<file path="src/rtl/lm_sm_sequencer.sv">
// LM/SM sequencer: expands one load/store-multiple into single-register micro-ops,
// issued lowest register first at ascending addresses, while holding fetch/decode.
module lm_sm_sequencer #(
    parameter int DATA_W    = 16,
    parameter int NREGS     = 8,
    parameter int IDX_W     = 3,
    parameter int ADDR_STEP = 1
) (
    input  logic              clock,
    input  logic              reset,
    input  logic              start,
    input  logic              is_store,
    input  logic [DATA_W-1:0] base_addr,
    input  logic [NREGS-1:0]  reg_mask,
    input  logic              hold,
    input  logic              flush,
    output logic              busy,
    output logic              stall_fetch,
    output logic              uop_valid,
    output logic              uop_is_store,
    output logic [IDX_W-1:0]  uop_reg,
    output logic [DATA_W-1:0] uop_addr,
    output logic              uop_last,
    output logic              done
);

    typedef enum logic {
        IDLE = 1'b0,
        SEQ  = 1'b1
    } state_t;

    state_t            state_q, state_d;
    logic [NREGS-1:0]  rem_mask_q, rem_mask_d;
    logic [DATA_W-1:0] addr_q, addr_d;
    logic              op_q, op_d;
    logic              done_q, done_d;

    logic              in_seq;
    logic              accept;
    logic              fire;
    logic              is_last;
    logic [IDX_W-1:0]  low_idx;

    function automatic logic [IDX_W-1:0] lowest_idx(input logic [NREGS-1:0] m);
        logic [IDX_W-1:0] idx;
        idx = '0;
        for (int i = NREGS - 1; i >= 0; i--) begin
            if (m[i]) idx = IDX_W'(i);
        end
        return idx;
    endfunction

    function automatic logic single_bit(input logic [NREGS-1:0] m);
        return (m != '0) && ((m & (m - NREGS'(1))) == '0);
    endfunction

    always_ff @(posedge clock or negedge reset) begin
        if (!reset) begin
            state_q    <= IDLE;
            rem_mask_q <= '0;
            addr_q     <= '0;
            op_q       <= 1'b0;
            done_q     <= 1'b0;
        end else begin
            state_q    <= state_d;
            rem_mask_q <= rem_mask_d;
            addr_q     <= addr_d;
            op_q       <= op_d;
            done_q     <= done_d;
        end
    end

    always_comb begin
        in_seq     = (state_q == SEQ);
        accept     = start & ~flush & ~in_seq;
        fire       = in_seq & ~hold & ~flush;
        is_last    = single_bit(rem_mask_q);
        low_idx    = lowest_idx(rem_mask_q);

        state_d    = state_q;
        rem_mask_d = rem_mask_q;
        addr_d     = addr_q;
        op_d       = op_q;
        done_d     = 1'b0;

        // Flush outranks both a new start and an in-flight sequence, and never signals done.
        if (flush) begin
            state_d    = IDLE;
            rem_mask_d = '0;
        end else if (accept) begin
            rem_mask_d = reg_mask;
            addr_d     = base_addr;
            op_d       = is_store;
            if (reg_mask != '0) state_d = SEQ;
            else                done_d  = 1'b1;
        end else if (fire) begin
            rem_mask_d = rem_mask_q & ~(NREGS'(1) << low_idx);
            addr_d     = addr_q + DATA_W'(ADDR_STEP);
            if (is_last) begin
                state_d = IDLE;
                done_d  = 1'b1;
            end
        end
    end

    // Gating with reset keeps stall_fetch low while reset is held, even if start is asserted.
    assign stall_fetch  = reset & ((accept & (reg_mask != '0)) | in_seq);
    assign busy         = in_seq;
    assign uop_valid    = fire;
    assign uop_is_store = in_seq & op_q;
    assign uop_reg      = in_seq ? low_idx : '0;
    assign uop_addr     = in_seq ? addr_q : '0;
    assign uop_last     = in_seq & is_last;
    assign done         = done_q;

endmodule

</file>
<file path="config.mk">
export PLATFORM = sky130hd
export DESIGN_NAME = lm_sm_sequencer
export DESIGN_NICKNAME = d
export VERILOG_FILES = /design/src/rtl/lm_sm_sequencer.sv
export SDC_FILE = /design/constraint.sdc
export NUM_CORES = 1
export LEC_CHECK = 0
export CORE_UTILIZATION = 46
export DETAILED_ROUTE_END_ITERATION = 10
export PLACE_DENSITY_LB_ADDON = 0.2
export SLEW_MARGIN = 0
export SYNTH_ARGS = -nofsm -noshare
export SYNTH_HDL_FRONTEND = slang
export SYNTH_SLANG_ARGS = --single-unit
</file>
<file path="constraint.sdc">
create_clock -name clock -period 2.35 [get_ports clock]
set_input_delay 0.235 -clock clock [delete_from_list [all_inputs] [get_ports clock]]
set_output_delay 0.235 -clock clock [all_outputs]
set_load 0.01 [all_outputs]
</file>
==> results by group <==
Clock tree
  – Clock Tree Root: clkbuf_8
  – H-tree depth: 1
  – Clk sinks: 27
  – TritonCTS clock tree: built
  – CTS Buf Count: 3
  – Clock slew at reported path FFs: 90 ps
  – Skew-Pair Late Insertion Delay: 270 ps
  – Hold_buf cts: 0
  – Clock Path Buffers: 2

Worst setup path
  – R2R setup slack: 490 ps
  – Critical-path maximum fanout: 7
  – Worst EP required: 2120 ps
  – CP startpoint: rem_mask_q[5]
  – FF-to-FF Start: busy
  – CP Launch Type: register
  – Critical path arrival: 1990 ps
  – Setup crit end kind: output pin
  – Kind of critical path: register to output pin

STA
  – Tmin final: 2230 ps
  – Setup-failing EPs final: 0
  – Max-slew headroom: 68.6%
  – Final Max Slew Viols: 0
  – PnR worst setup slack: 122 ps
  – Slew @ Worst Pin: 467 ps
  – Fmax: roughly 450 MHz
  – RSZ-0062 raised after global routing: no
  – Crit share post-route: a little over nine tenths
  – Final hold viol count: 0
  – Total negative slack: 0 ps
  – Clock skew: between 1.5 and 2 ps

Floorplanning
  – Die ar.: 3980 sq um
  – Starting Density: 49.5%
  – I/O Pins: 55
  – Core area: roughly 3500 sq um
  – Row count: 21
  – Die height: 63.1 microns
  – Die Width: 63.1 microns

Cells and area
  – Share of layout cells above drive strength 1: 10.5%
  – Most frequent cells in the layout: 52 x clkdlybuf4s50_1, 25 x nand2_1, 25 x dfrtp_1
  – Fill cell count: roughly 300
  – Commonest non-fill, non-tap cell in the layout: clkdlybuf4s50_1
  – Layout area overhead: 38.7%
  – Cell area after layout: 2380 sq um
  – Final net count: between 200 and 300
  – Ant. Diodes: 0
  – Final std cells w/o fill: 303

Place
  – Placed inst area: around 2300 sq um
  – DP Wirelength: 3.12 mm
  – DP Cell Count: 298
  – Input/output buffers: 54
  – Place WS: approximately 180 ps
  – GPL Wtd Cong: 0.867

Synth
  – #FFs+latches synth: 27
  – Cell taking the most area after synthesis: dfrtp_1
  – Syn avg cell area: around 8.5 sq um
  – Sequential fraction of the synthesis area: between 30 and 40%
  – Synth Instances: 201
  – Top cells by area, synth: dfrtp_1 39%, and2_1 6.2%, nand2_1 5.5%
  – Synthesized Nets: 232
  – Yosys cell types: 49
  – Synthesized cell area: 1720 sq um
  – Yosys warning total: 0
  – Post-synth EDFFs: 0
  – Yosys top cell area share: 39.3%
  – Async SR Flop Fraction: 100%
  – Top FF cell, synth: dfrtp_1

Status
  – Outcome: finished, final reports clean

Worst hold path
  – HP Class: primary input to asynchronous set/reset pin

Detailed routing
  – Residual DRC: 0
  – Via-per-instance ratio: 5.56
  – Drt pass-1 iters: 4
  – Initial DRC count: 104
  – Antenna-violating nets left: 0
  – Vias after detailed routing: 1686
  – WL final: 4.20 mm
  – Wire per inst: 13.9 microns

Global routing
  – Total routing usage reported by global routing: 22.4%
  – Global-route wire length before repair: 7.11 mm
  – Largest net degree at the start of global routing: 28
  – Initial antenna violation count: 0
  – Vias in the first global route: 1500
  – GRT Residual Overflow: 0

Power
  – Power Total: approximately 2400 uW
  – P_leak: 0.000977 uW
  – Cell Pwr Density: 996 nW/um^2
  – Max rail drop VDD: 0.863 mV

Flow run
  – Max_cap viols: 0
## worst paths after layout
check,end,cells past startpoint
min in group clock,op_q,2
max,uop_last,5
max reg2reg,addr_q[3],5
min,addr_q[8],2
max in group asynchronous,rem_mask_q[7],2
min reg2reg,op_q,2
## power breakdown
group	internal, uW	switching [uW]	total, uW
clock network	119	145	264
registers	642	225	867
logic	682	561	1240
## Yosys cell counts, drive strengths merged (7+ instances only)
| master | n |
|---|---|
| dfrtp | 27 |
| nand2 | 25 |
| nor2 | 20 |
| and2 | 18 |
| o21ai | 14 |
| a21oi | 10 |
| clkbuf | 8 |
| nand3 | 8 |
| nor3 | 8 |
| xor2 | 7 |
## per-layer routing
metal  part of all wire (%)  global-route usage (%)  vias to the layer above  wire length, microns
li1                       -                       -                      836                     -
met1                     47                    33.6                      780                  1970
met2                     47                    34.0                       66                  1960
met3                    5.6                    3.80                        4                   237
met4                   0.64                    3.78                        0                    27
met5                      0                       0                        -                     0
## layout make-up
cell class	instances	area (sq um)	share of cell area, %
Timing Repair Buffer	64	617	25.9
Clock buffer	3	41.3	1.73
Multi-Input combinational cell	157	960	40.3
Clock inverter	1	5.00	0.210
Inverter	5	23.8	0.998
Sequential cell	27	678	28.5
Tap cell	46	57.6	2.42
## per-stage QoR
stage / utilization (%) / hold slack, ps
CTS: 68.2 / 401
detailed placement: 66.9 / 465
global placement: 66.9 / 457
finish: 68.7 / 376
floorplan: - / -60.6
global route: 68.7 / 407
## critical path: stages (launching register included)
cell	delay [ps]
dfrtp_1	500
or4_1	530
o21ai_0	170
a31o_2	200
nor3_1	50
dlygate4sd2_1	280
## sequential cells by signal, summed over array words and instances (netlist names)
signal / count
done: 1
rem_mask_q: 8
addr_q: 16
busy: 1
op_q: 1
## cell families (layout without fill, tap and decap cells)
logic type,Yosys count,after routing,synth area share (%)
AND/OR/NAND/NOR,99,99,30.6
AO/OA/AOI/OAI,47,47,19.1
flip-flops,27,27,39.3
buffers and inverters,17,73,5.03
XOR/XNOR,9,9,4.59
adder cells (fa/ha/maj),1,1,0.728
multiplexers,1,1,0.655
## timing repair
action,4_1_cts,5_1_grt
gates cloned,0,0
gates resized for setup,1,4
endpoints found under the setup margin,1,2
setup buffers,0,1
pin swaps,0,1
Power figures use the tool's default switching activity.
